**src/rtl/onda_pkg.sv**
```systemverilog
// Shared definitions for the square-wave generator: FSM states, the
// step-per-Hz helper and the Nyquist saturation limit for the phase step.
package onda_pkg;

  typedef enum logic [1:0] {
    IDLE  = 2'd0,
    RUN   = 2'd1,
    DRAIN = 2'd2
  } estado_t;

  localparam int unsigned ACC_W_DEF    = 32;
  localparam logic [63:0] STEP_SAT_DEF = (64'd1 << (ACC_W_DEF - 1)) - 64'd1;

  // round(2^acc_w / clk_hz): accumulator step that advances the phase by 1 Hz
  function automatic logic [63:0] calc_k(input logic [63:0] clk_hz,
                                         input int unsigned acc_w);
    logic [63:0] full;
    full = 64'd1 << acc_w;
    return (full + (clk_hz >> 1)) / clk_hz;
  endfunction

  // Largest step that still gives one high and one low sample per period
  function automatic logic [63:0] step_sat(input int unsigned acc_w);
    return (64'd1 << (acc_w - 1)) - 64'd1;
  endfunction

endpackage

```
**src/rtl/acumulador_fase.sv**
```systemverilog
// Phase accumulator: acc register, adder, carry-out wrap flag and the
// square-wave / rising-edge outputs derived from the accumulator MSB.
// Ports:
//   clk, rst  - clock, synchronous active-high reset
//   clr       - force acc to 0 on the next edge (idle / stop)
//   step      - phase increment applied every edge when clr is low
//   onda      - square wave (acc MSB, straight from the register)
//   flanco    - registered one-cycle pulse in the cycle onda first reads 1
//   wrap      - combinational carry-out of acc + step for the current cycle
module acumulador_fase
  import onda_pkg::*;
#(
  parameter int unsigned ACC_W = 32
) (
  input  logic             clk,
  input  logic             rst,
  input  logic             clr,
  input  logic [ACC_W-1:0] step,
  output logic             onda,
  output logic             flanco,
  output logic             wrap
);

  logic [ACC_W-1:0] acc;
  logic [ACC_W-1:0] acc_nxt;
  logic [ACC_W:0]   suma;

  // Adder with one extra bit so the carry-out marks the period boundary
  always_comb begin
    suma    = {1'b0, acc} + {1'b0, step};
    acc_nxt = clr ? '0 : suma[ACC_W-1:0];
  end

  assign wrap = suma[ACC_W];
  assign onda = acc[ACC_W-1];

  // flanco is computed from the next MSB so it lines up with onda
  always_ff @(posedge clk) begin
    if (rst) begin
      acc    <= '0;
      flanco <= 1'b0;
    end else begin
      acc    <= acc_nxt;
      flanco <= acc_nxt[ACC_W-1] & ~acc[ACC_W-1];
    end
  end

endmodule

```
**src/rtl/generador_onda_cuadrada.sv**
```systemverilog
// Numerically controlled 50 % square-wave generator. Frequency changes and
// stops only take effect at a phase wrap, so no runt pulses are produced.
// Ports:
//   clk, rst - clock, synchronous active-high reset
//   ENf      - run request (registered before use)
//   f        - requested frequency in Hz, 0 = silence (registered before use)
//   onda     - square wave output
//   flanco   - one-cycle pulse per rising edge of onda
//   activo   - high while the generator is in RUN or DRAIN
module generador_onda_cuadrada
  import onda_pkg::*;
#(
  parameter int unsigned ACC_W = 32,
  parameter int unsigned F_W   = 11,
  parameter int unsigned K     = 43
) (
  input  logic           clk,
  input  logic           rst,
  input  logic           ENf,
  input  logic [F_W-1:0] f,
  output logic           onda,
  output logic           flanco,
  output logic           activo
);

  localparam int unsigned      PROD_W = ACC_W + F_W;
  localparam logic [PROD_W-1:0] SAT_P = PROD_W'(step_sat(ACC_W));

  estado_t          estado, estado_nxt;
  logic             en_r;
  logic [F_W-1:0]   f_r;
  logic [F_W-1:0]   f_act, f_act_nxt;
  logic             activo_nxt;
  logic             clr;
  logic             wrap;
  logic             run_ok;
  logic [PROD_W-1:0] prod;
  logic [ACC_W-1:0] step;

  // Input registers: every decision below uses these copies
  always_ff @(posedge clk) begin
    if (rst) begin
      en_r <= 1'b0;
      f_r  <= '0;
    end else begin
      en_r <= ENf;
      f_r  <= f;
    end
  end

  // Step = f_act * K, clamped at the Nyquist limit
  always_comb begin
    prod = PROD_W'(f_act) * PROD_W'(K);
    step = (prod > SAT_P) ? ACC_W'(SAT_P) : ACC_W'(prod);
  end

  // State register
  always_ff @(posedge clk) begin
    if (rst) begin
      estado <= IDLE;
      f_act  <= '0;
      activo <= 1'b0;
    end else begin
      estado <= estado_nxt;
      f_act  <= f_act_nxt;
      activo <= activo_nxt;
    end
  end

  // Next-state logic; f_act only reloads at a wrap so periods are never split
  always_comb begin
    estado_nxt = estado;
    f_act_nxt  = f_act;
    clr        = 1'b0;
    run_ok     = en_r && (f_r != '0);

    case (estado)
      IDLE: begin
        clr = 1'b1;
        if (run_ok) begin
          estado_nxt = RUN;
          f_act_nxt  = f_r;
        end
      end
      RUN: begin
        if (wrap) begin
          if (run_ok) begin
            f_act_nxt = f_r;
          end else begin
            estado_nxt = IDLE;
            clr        = 1'b1;
          end
        end else if (!run_ok) begin
          estado_nxt = DRAIN;
        end
      end
      DRAIN: begin
        // Re-enable wins over the wrap so a restored request causes no gap
        if (run_ok) begin
          estado_nxt = RUN;
          if (wrap) f_act_nxt = f_r;
        end else if (wrap) begin
          estado_nxt = IDLE;
          clr        = 1'b1;
        end
      end
      default: begin
        estado_nxt = IDLE;
        clr        = 1'b1;
      end
    endcase

    activo_nxt = (estado_nxt != IDLE);
  end

  acumulador_fase #(
    .ACC_W (ACC_W)
  ) u_acumulador_fase (
    .clk    (clk),
    .rst    (rst),
    .clr    (clr),
    .step   (step),
    .onda   (onda),
    .flanco (flanco),
    .wrap   (wrap)
  );

endmodule
```
**config.mk**
```make
export PLATFORM = sky130hd
export DESIGN_NAME = generador_onda_cuadrada
export DESIGN_NICKNAME = d
export VERILOG_FILES = /design/src/rtl/onda_pkg.sv /design/src/rtl/acumulador_fase.sv /design/src/rtl/generador_onda_cuadrada.sv
export SDC_FILE = /design/constraint.sdc
export NUM_CORES = 1
export LEC_CHECK = 0
export CAP_MARGIN = 20
export CORE_MARGIN = 5
export CORE_UTILIZATION = 51
export DETAILED_ROUTE_END_ITERATION = 16
export DONT_BUFFER_PORTS = 1
export GPL_TIMING_DRIVEN = 0
export PLACE_DENSITY_LB_ADDON = 0.15
export SYNTH_ARGS = -nofsm -noshare
export SYNTH_HDL_FRONTEND = slang
export SYNTH_SLANG_ARGS = --single-unit
```
**constraint.sdc**
```tcl
create_clock -name clk -period 5.2 [get_ports clk]
set_input_delay 0.52 -clock clk [delete_from_list [all_inputs] [get_ports clk]]
set_output_delay 0.52 -clock clk [all_outputs]
set_load 0.02 [all_outputs]
```
==> impl_results.md, run 1 <==
- # IOs: 17
- Hold Worst Slack: 0.298 ns
- Asr flop ratio synth: 0
- Min cycle time layout: 4.65 ns
- Top FF cell, synth: dfxtp_1
- Fmax: 0.215 GHz
- Final ANT Viol Nets: 0
- Worst reg-to-reg path cell count: 16
- CTS H-tree depth: 3
- Cells after synthesis: 487
- Endpoints failing setup: 0
- Worst Skew: 0.0107 ns
- Setup tns final: 0 ns
- Setup crit start: f_act[3]
- Reg clk slew, reported paths: 0.08 ns
- Die footprint: 0.0106 mm2
- P_leak: 2.14 nW
- Crit Path Category: register to register
- Worst setup SP type: register
- Fin cells: 611
- Drt first-iter violations: 140
- TritonCTS buffer count: 9
- Fin crit share: 0.894
- Initial antenna violation count: 0
- Syn Area/Cell: 9.05 um2
- Via count: 3282
- Final hold vios: 0
- Synth cell types: 52
- Worst vdd ir: 0.000147 V
- Hpwl dp: 6.50 mm
- FF-to-FF End: u_acumulador_fase.acc[31]
- Drt first pass iters: 4
- Routed WL per cell: 13.4 um
- CTS root buffer: clkbuf_8
- CP max FO: 10
- Hold WC Path Type: primary input to register
- Post-CTS Resized: 0
- Least-Margin Pin Slew: 0.954 ns
- Inst Count DP: 595
- Pwr dens: 250 mW/mm2
- Global placement routability congestion: 0.860
- Die W: 103 um
- Largest net degree at the start of global routing: 13
- Post-synth EDFFs: 0
- Vias in the first global route: 3091
- DRC Markers: 0
- Nets: 596
- Final slew viol count: 0
- WP data required: 5.43 ns
- CORE AREA: 0.00855 mm2
- Layout cells sized above 1: 0.0616
- Die height: 103 um
- Hold Path Sink: f_r[8]
- Port Buf Inserts: 0
- Worst r2r src: f_act[3]
- Sequential share of the synthesized area: 0.268
- Gr ovfl total: 0
- CTS Buffer Depth: 2
- CTS tree: done
- Post-Route WL: 8.21 mm
- Hold depth: 1
- Synth Register Bits: 59
- Relative slew margins: 0.359
- Clk sinks: 59
- Worst setup EP type: register
- CP arrival: 4.88 ns
- Syn. warnings: 0
- Run status: complete, no violations
- Hold_sp: f[8]
- Routed vias/inst: 5.37
- Total setup buffers inserted after CTS: 0
- Starting Density: 0.515
- Max-Cap Viols: 0
- Total global routing track utilization: 0.169
- Syn Nets: 585
- Antenna Cells: 0
- CTS Hold Buffers Added: 0
- Setup slack, reg-to-reg: 0.55 ns
- First-pass GRT wire length: 14.2 mm
- FP Rows: 34
- Mapped Area: 0.00441 mm2
- RSZ-0062 raised after global routing: no
- Layout area overhead: 8.15%
- Clk_lat worst skew: 0.35 ns
==> synth_stat cells (2+ instances only) <==
| library cell | instances | area (um2) |
|---|---|---|
| nor3b_1 | 2 | 15.0 |
| nor4_1 | 5 | 31.3 |
| a211oi_1 | 4 | 30.0 |
| nor3_1 | 10 | 50.1 |
| nor2_1 | 31 | 116 |
| buf_8 | 2 | 30.0 |
| buf_2 | 2 | 10.0 |
| or4_1 | 3 | 22.5 |
| o211ai_1 | 2 | 15.0 |
| nand3_1 | 8 | 40.0 |
| o31a_1 | 2 | 17.5 |
| clkbuf_1 | 5 | 18.8 |
| o22ai_1 | 2 | 12.5 |
| a21oi_1 | 28 | 140 |
| nand2b_1 | 23 | 144 |
| nand4_1 | 4 | 25.0 |
| and3_1 | 8 | 50.1 |
| mux2i_1 | 13 | 130 |
| o21ai_0 | 22 | 110 |
| inv_1 | 75 | 282 |
| xnor2_1 | 7 | 61.3 |
| nand3b_1 | 3 | 22.5 |
| dfxtp_1 | 59 | 1180 |
| nor2b_1 | 15 | 93.8 |
| o31ai_1 | 5 | 37.5 |
| or3_1 | 8 | 50.1 |
| ha_1 | 56 | 701 |
| a31oi_1 | 6 | 37.5 |
| fa_1 | 28 | 561 |
| xor2_1 | 4 | 35.0 |
| or2_2 | 4 | 25.0 |
| o211a_1 | 2 | 20.0 |
| a21o_1 | 7 | 52.6 |
| nand2_1 | 14 | 52.6 |
==> per-stage QoR <==
step | total power, mW | setup slack [ns] | cell area (um2) | util
6_report | 1.19 | 0.552 | 4770 | 0.557
5_1_grt | 1.26 | 0.312 | 4770 | 0.557
4_1_cts | 1.21 | 0.534 | 4770 | 0.557
3_5_place_dp | 0.718 | 0.559 | 4540 | 0.531
3_3_place_gp | 0.713 | 0.565 | 4540 | 0.531
2_1_floorplan | 0.672 | 1.03 | 4410 | -
==> registers in the layout (all words and copies together), names as in the netlist <==
signal                    flops
f_r                          11
f_act                        11
activo                        1
estado                        2
u_acumulador_fase.acc        32
u_acumulador_fase.flanco      1
en_r                          1
==> critical path, stage by stage (launching register included) <==
cell and delay (ns):
dfxtp_1 0.39, ha_1 0.31, inv_1 0.05, fa_1 0.52, inv_1 0.06, fa_1 0.53, inv_1 0.06, fa_1 0.50
inv_1 0.04, ha_1 0.35, and3_1 0.19, a221o_1 0.41, a31oi_1 0.34, and3_1 0.32, buf_2 0.24, nor4_1 0.10
mux2i_1 0.12
==> worst max-delay path by stage <==
stage,to,cells past startpoint,slack [ns]
2_1_floorplan,u_acumulador_fase.acc[23],16,1.03
3_3_place_gp,u_acumulador_fase.acc[31],16,0.57
3_5_place_dp,u_acumulador_fase.acc[31],16,0.56
4_1_cts,u_acumulador_fase.acc[31],16,0.53
5_1_grt,u_acumulador_fase.acc[31],16,0.31
6_report,u_acumulador_fase.acc[31],16,0.55
==> report_power, final <==
group	switching, mW	total, mW	internal (mW)
registers	0.0177	0.489	0.471
clock network	0.212	0.486	0.274
logic	0.125	0.217	0.0926
total	0.355	1.19	0.838
==> layout make-up <==
class	instances	area, um2
Sequential cell	59	1180
Multi-Input combinational cell	343	2870
Fill cell	771	3780
Clock buffer	9	124
Tap cell	108	135
Buffer	10	70.1
Clock inverter	7	100
Inverter	75	282
==> routing by layer <==
layer	global-route usage	routed length, um	part of all wire
met5	0	0	0
met4	0.0468	99	0.012
met3	0.0413	182	0.022
met2	0.259	3810	0.46
met1	0.238	4120	0.50
==> layout by cell type (no fill, tap or decap), types with 2 or more instances in the layout <==
cell type and n:
or2_2 4, clkbuf_8 9, o21ai_0 22, inv_1 75
a21o_1 7, a211oi_1 4, clkbuf_1 5, or3_1 8
buf_2 2, o211ai_1 2, nand4_1 4, buf_8 2
inv_6 2, nand2_1 14, bufinv_16 2, and3_1 8
fa_1 28, nor3b_1 2, o22ai_1 2, xor2_1 4
nor4_1 5, a21oi_1 28, mux2i_1 13, o211a_1 2
o31a_1 2, nor2_1 31, dfxtp_1 59, clkinv_4 2
ha_1 56, or4_1 3, xnor2_1 7, nand2b_1 23
o31ai_1 5, nor2b_1 15, nand3_1 8, nand3b_1 3
nor3_1 10, a31oi_1 6
==> cell families (layout without fill, tap and decap cells) <==
| kind of cell | Yosys count | count (layout) | share of synthesized area |
|---|---|---|---|
| mux | 13 | 13 | 0.0295 |
| flops | 59 | 59 | 0.268 |
| fa+ha+maj | 84 | 84 | 0.286 |
| compound gates | 93 | 93 | 0.138 |
| xor+xnor | 11 | 11 | 0.0219 |
| buf+inv | 85 | 101 | 0.0798 |
| simple gates | 142 | 142 | 0.176 |
Note: power is estimated with default switching activity, not from simulation.
==> run 2: changes to the inputs <==
Settings changed: CELL_PAD_IN_SITES_DETAIL_PLACEMENT from default to 1, CELL_PAD_IN_SITES_GLOBAL_PLACEMENT from default to 2, CORE_UTILIZATION 51 to 41, RECOVER_POWER from default to 25.
==> impl_results.md, run 2 (synthesis results as in run 1) <==
- Run status: complete, no violations
- Worst r2r src: f_act[1]
- TritonCTS buffer count: 9 (unchanged)
- Drt first-iter violations: 108 (-23%)
- Max-Cap Viols: 0 (unchanged)
- P_leak: 2.14 nW (+0.11%)
- Die footprint: 0.0129 mm2 (+22%)
- Pwr dens: 250 mW/mm2 (about the same)
- Nets: 597 (+0.17%)
- Routed vias/inst: 5.23 (-2.6%)
- Port Buf Inserts: 0 (unchanged)
- RSZ-0062 raised after global routing: no
- Hold Path Sink: f_r[4]
- CORE AREA: 0.0104 mm2 (+22%)
- Crit Path Category: register to register
- CP max stage cell: fa_1
- Least-Margin Pin Slew: 0.706 ns (-0.248 ns)
- Antenna Cells: 0 (unchanged)
- Regs by FF count: u_acumulador_fase.acc x32, f_act x11, f_r x11
- Hpwl dp: 7.88 mm (+21%)
- Crit-path most repeated cell: inv_1
- Starting Density: 0.423 (-0.0923)
- Total global routing track utilization: 0.164 (-0.00502)
- Vias in the first global route: 3607 (+17%)
- Die W: 114 um (+10%)
- Post-CTS Resized: 0 (unchanged)
- Hold WC Path Type: primary input to register
- Total setup buffers inserted after CTS: 0 (unchanged)
- Relative slew margins: 0.517 (+0.158)
- Gr ovfl total: 0 (unchanged)
- Final slew viol count: 0 (unchanged)
- Setup tns final: 0 ns (unchanged)
- Worst vdd ir: 0.000135 V (-8.2%)
- Final ANT Viol Nets: 0 (unchanged)
- FP Rows: 37 (+8.8%)
- Worst reg-to-reg path cell count: 16 (unchanged)
- Routed WL per cell: 15.3 um (+14%)
- Reg clk slew, reported paths: 0.09 ns (about the same)
- Area of the multi-input gates: 0.00287 mm2 (unchanged)
- Overall Power: 1.20 mW (+0.89%)
- Global placement routability congestion: 0.828 (-3.8%)
- DRC Markers: 0 (unchanged)
- Crit path cell chain: ha_1 > inv_1 > fa_1 > inv_1 > fa_1 > inv_1 > fa_1 > inv_1 > ha_1 > and3_1 > a221o_1 > a31oi_1 > and3_1 > buf_2 > nor4_1 > mux2i_1
- # IOs: 17 (unchanged)
- Endpoints failing setup: 0 (unchanged)
- Layout cells sized above 1: 0.0635 (+0.00186)
- Via count: 3349 (+2.0%)
- Clk_lat worst skew: 0.35 ns (about the same)
- Most frequent cells in the layout: 75 x inv_1, 59 x dfxtp_1, 56 x ha_1
- Worst Skew: 0.0172 ns (+0.00647 ns)
- Largest net degree at the start of global routing: 13 (unchanged)
- CTS root buffer: clkbuf_8
- Number of fillers in the final layout: 1243 (+61%)
- CTS H-tree depth: 3 (unchanged)
- Fin area: 0.00481 mm2 (+0.84%)
- CP arrival: 5.01 ns (+0.13 ns)
- Drt first pass iters: 6 (+2)
- First-pass GRT wire length: 17.1 mm (+20%)
- Hold_sp: f[4]
- FF-to-FF End: u_acumulador_fase.acc[31]
- Most flops, register: u_acumulador_fase.acc
- Final hold vios: 0 (unchanged)
- Largest register FFs: 32 (unchanged)
- Setup slack, reg-to-reg: 0.41 ns (-0.15 ns)
- CP max FO: 10 (unchanged)
- Fin crit share: 0.922 (+0.0280)
- Clk sinks: 59 (unchanged)
- DP Area: 0.00458 mm2 (+0.77%)
- CTS Buffer Depth: 2 (unchanged)
- CP max stage delay: 0.53 ns (about the same)
- Commonest non-fill, non-tap cell in the layout: inv_1
- Register area: 0.00118 mm2 (unchanged)
- Initial antenna violation count: 0 (unchanged)
- WP data required: 5.41 ns (-0.02 ns)
- CTS Hold Buffers Added: 0 (unchanged)
- Post-Route WL: 9.82 mm (+20%)
- Hold depth: 1 (unchanged)
- Min cycle time layout: 4.79 ns (+0.146 ns)
- Worst setup SP type: register
- Layout area overhead: 9.06%
- Worst setup EP type: register
- Die height: 114 um (+10%)
- CTS tree: done
- Fmax: 0.209 GHz (-3.0%)
## run 2: layer usage
metal  track usage  vias to the layer above  share of wire
met3        0.0355                        7          0.023
met5             0                        -              0
met4        0.0409                        0         0.0089
met2         0.291                       33           0.51
li1              -                     1679              -
met1         0.202                     1630           0.46
## run 2: final cells by class
cell class,count,share of cell area
Buffer,10,0.0146
Clock buffer,9,0.0258
Clock inverter,7,0.0208
Inverter,75,0.0586
Multi-Input combinational cell,343,0.598
Sequential cell,59,0.246
Tap cell,136,0.0354
Timing Repair Buffer,1,0.00104
## run 2: how the worst max path moves through the flow
stage / end / slack (ns) / start
floorplan: u_acumulador_fase.acc[23] / 1.03 / f_act[1]
global placement: u_acumulador_fase.acc[31] / 0.46 / f_act[1]
detailed placement: u_acumulador_fase.acc[30] / 0.41 / f_act[2]
CTS: u_acumulador_fase.acc[30] / 0.37 / f_act[2]
global route: u_acumulador_fase.acc[31] / 0.17 / f_act[0]
finish: u_acumulador_fase.acc[31] / 0.41 / f_act[1]
## run 2: through the flow
| step | hold WS, ns | instances | util | setup WS, ns |
|---|---|---|---|---|
| after global routing | 0.274 | 640 | 0.461 | 0.168 |
| final | 0.298 | 640 | 0.461 | 0.406 |
| after detailed placement | 0.470 | 623 | 0.439 | 0.414 |
| after floorplan | 0.452 | 487 | - | 1.03 |
| after global placement | 0.464 | 623 | 0.439 | 0.465 |
| after CTS | 0.289 | 639 | 0.461 | 0.374 |
## run 2: power by group
| part | internal [mW] | switching (mW) | leakage [nW] | total, mW |
|---|---|---|---|---|
| Clock | 0.274 | 0.218 | 0.114 | 0.492 |
| Sequential | 0.471 | 0.0184 | 0.480 | 0.489 |
| Combinational | 0.0923 | 0.129 | 1.54 | 0.221 |
| Total | 0.837 | 0.366 | 2.14 | 1.20 |
## run 2: critical path, delay by kind of cell (launching register included)
family,cells,cell delay [ns]
adders and majority gates,5,2.23
AOI/OAI and AO/OA,2,0.76
muxes,1,0.14
DFF,1,0.41
and+or+nand+nor,3,0.63
buffers and inverters,5,0.47
==> run 3: changes to the inputs <==
Settings changed: ABC_AREA from default to 1, CORE_UTILIZATION 41 to 39.
==> impl_results.md, run 3 <==
- Clk sinks: 59 (unchanged)
- Via count: 3756 (+12%)
- Fin crit share: 0.822 (-0.0997)
- Port Buf Inserts: 0 (unchanged)
- Final slew viol count: 0 (unchanged)
- Largest register FFs: 32 (unchanged)
- Worst Skew: 0.00556 ns (-0.0116 ns)
- Starting Density: 0.393 (-0.0306)
- Syn Area/Cell: 7.61 um2 (-16%)
- CTS root buffer: clkbuf_16
- Die footprint: 0.0142 mm2 (+10%)
- Setup crit start: f_act[1]
- TritonCTS buffer count: 9 (unchanged)
- Drt first-iter violations: 86 (-20%)
- Pwr dens: 251 mW/mm2 (+0.36%)
- Sequential share of the synthesized area: 0.254 (-0.0143)
- Routed WL per cell: 14.4 um (-6.1%)
- Hold_sp: f[0]
- Final hold vios: 0 (unchanged)
- Top delay family on crit path: adder cells
- CP arrival: 4.54 ns (-0.47 ns)
- Min cycle time layout: 4.28 ns (-0.518 ns)
- Least-Margin Pin Slew: 0.519 ns (-0.188 ns)
- Syn. warnings: 0 (unchanged)
- Crit Path Category: register to register
- Drt first pass iters: 4 (-2)
- Routed vias/inst: 4.85 (-7.4%)
- CTS tree: done
- Gr ovfl total: 0 (unchanged)
- Setup tns final: 0 ns (unchanged)
- Crit-path most repeated cell: nand2_1
- CTS H-tree depth: 3 (unchanged)
- Initial antenna violation count: 0 (unchanged)
- RSZ-0062 raised after global routing: no
- CP max stage delay: 0.54 ns (about the same)
- Top FF cell, synth: dfxtp_1
- Synth Register Bits: 59 (unchanged)
- Run status: complete, no violations
- Overall Power: 1.30 mW (+7.8%)
- Clk_lat worst skew: 0.34 ns (about the same)
- Reg clk slew, reported paths: 0.05 ns (-0.04 ns)
- DRC Markers: 0 (unchanged)
- Crit path cell chain: ha_1 > inv_1 > fa_1 > inv_1 > fa_1 > inv_1 > fa_1 > inv_1 > ha_1 > nand2_1 > inv_1 > a21oi_1 > nand2_1 > nand2_1 > nand2_1 > nand2_2 > nand3_2 > nand2_1 > buf_4 > nand2_1 > a21oi_1
- Synth area leader: dfxtp_1
- Die height: 119 um (+4.9%)
- Relative slew margins: 0.654 (+0.137)
- Hold WC Path Type: primary input to register
- Worst vdd ir: 0.000134 V (-1.2%)
- Worst setup EP type: register
- Most area-consuming cells after synthesis: dfxtp_1 25%, ha_1 15%, fa_1 12%
- Total setup buffers inserted after CTS: 0 (unchanged)
- Synth cell types: 36 (-31%)
- Global placement routability congestion: 0.817 (-1.3%)
- CP max stage cell: fa_1
- WP data required: 5.46 ns (+0.05 ns)
- # IOs: 17 (unchanged)
- Mapped Area: 0.00466 mm2 (+5.7%)
- Hpwl dp: 9.35 mm (+19%)
- Largest net degree at the start of global routing: 12 (-1)
- Nets: 721 (+21%)
- Worst setup SP type: register
- Die W: 119 um (+4.9%)
- CTS Hold Buffers Added: 0 (unchanged)
- Asr flop ratio synth: 0 (unchanged)
- Most frequent cells in the layout: 131 x inv_1, 110 x nand2_1, 62 x nor2_1
- Max-Cap Viols: 0 (unchanged)
- Inst Count DP: 759 (+22%)
- FP Rows: 40 (+8.1%)
- Worst r2r src: f_act[1]
- Fmax: 0.234 GHz (+12%)
- Total global routing track utilization: 0.166 (+0.00187)
- Hold Path Sink: f_r[0]
- First-pass GRT wire length: 18.7 mm (+9.3%)
- CORE AREA: 0.0119 mm2 (+14%)
- List of most frequent post-synthesis cells: 131 x inv_1, 110 x nand2_1, 62 x nor2_1
- Post-synth EDFFs: 0 (unchanged)
- Post-CTS Resized: 0 (unchanged)
- Most frequent cell after synthesis: inv_1
- P_leak: 2.55 nW (+19%)
- Cells after synthesis: 612 (+26%)
- CTS Buffer Depth: 2 (unchanged)
- Setup slack, reg-to-reg: 0.92 ns (+0.52 ns)
- Layout area overhead: 10.9%
- Most flops, register: u_acumulador_fase.acc
- Regs by FF count: u_acumulador_fase.acc x32, f_act x11, f_r x11
- Final design utilization: 0.435 (-0.0260)
- Layout cells sized above 1: 0.0892 (+0.0257)
- Endpoints failing setup: 0 (unchanged)
- Hold depth: 2 (+1)
- Final ANT Viol Nets: 0 (unchanged)
- Antenna Cells: 0 (unchanged)
- Commonest non-fill, non-tap cell in the layout: inv_1
- Fin cells: 775 (+21%)
- Syn Nets: 710 (+21%)
- Worst reg-to-reg path cell count: 21 (+5)
- Post-Route WL: 11.2 mm (+14%)
- CP max FO: 10 (unchanged)
- Number of buffers and inverters on the critical path: 6 (+1)
- Vias in the first global route: 3816 (+5.8%)
- Yosys top cell area share: 0.254 (-0.0143)
- FF-to-FF End: f_act[2]
==> run 3: kinds of logic after synthesis <==
logic type / count (synthesis) / share of synthesized area
simple gates: 251 / 0.243
buf+inv: 140 / 0.125
fa+ha+maj: 84 / 0.271
compound gates: 66 / 0.0852
flops: 59 / 0.254
xor+xnor: 12 / 0.0226
==> run 3: worst max-delay path by stage <==
stage / to / cells past startpoint
floorplan: u_acumulador_fase.acc[3] / 21
global placement: u_acumulador_fase.acc[4] / 21
detailed placement: u_acumulador_fase.acc[12] / 21
CTS: f_act[2] / 21
global route: f_act[2] / 21
finish: f_act[2] / 21
==> run 3: stage by stage <==
step | setup slack [ns] | hold WS [ns] | area, um2
final | 0.925 | 0.286 | 5160
after global routing | 0.628 | 0.280 | 5160
after CTS | 0.851 | 0.276 | 5170
after detailed placement | 0.870 | 0.477 | 4840
after global placement | 0.910 | 0.473 | 4840
after floorplan | 1.46 | 0.458 | 4660
==> run 3: final cells by class <==
type	instances	area [um2]
flip-flops and latches	59	1180
clock inverters	6	88.8
well taps	147	184
clock buffers	10	239
inverters	131	492
fillers	1499	6700
plain buffers	9	85.1
multi-input cells	413	2890
==> run 3: report_power, final <==
part	internal (mW)	switching, mW
clock	0.432	0.229
sequential	0.465	0.0125
combinational	0.0607	0.0974
total	0.958	0.339
==> run 3: metal layers <==
layer	routed length, um	part of all wire	GRT usage
met5	0	0	0
met1	5400	0.48	0.212
met2	5390	0.48	0.282
met4	157	0.014	0.0565
met3	220	0.020	0.0285
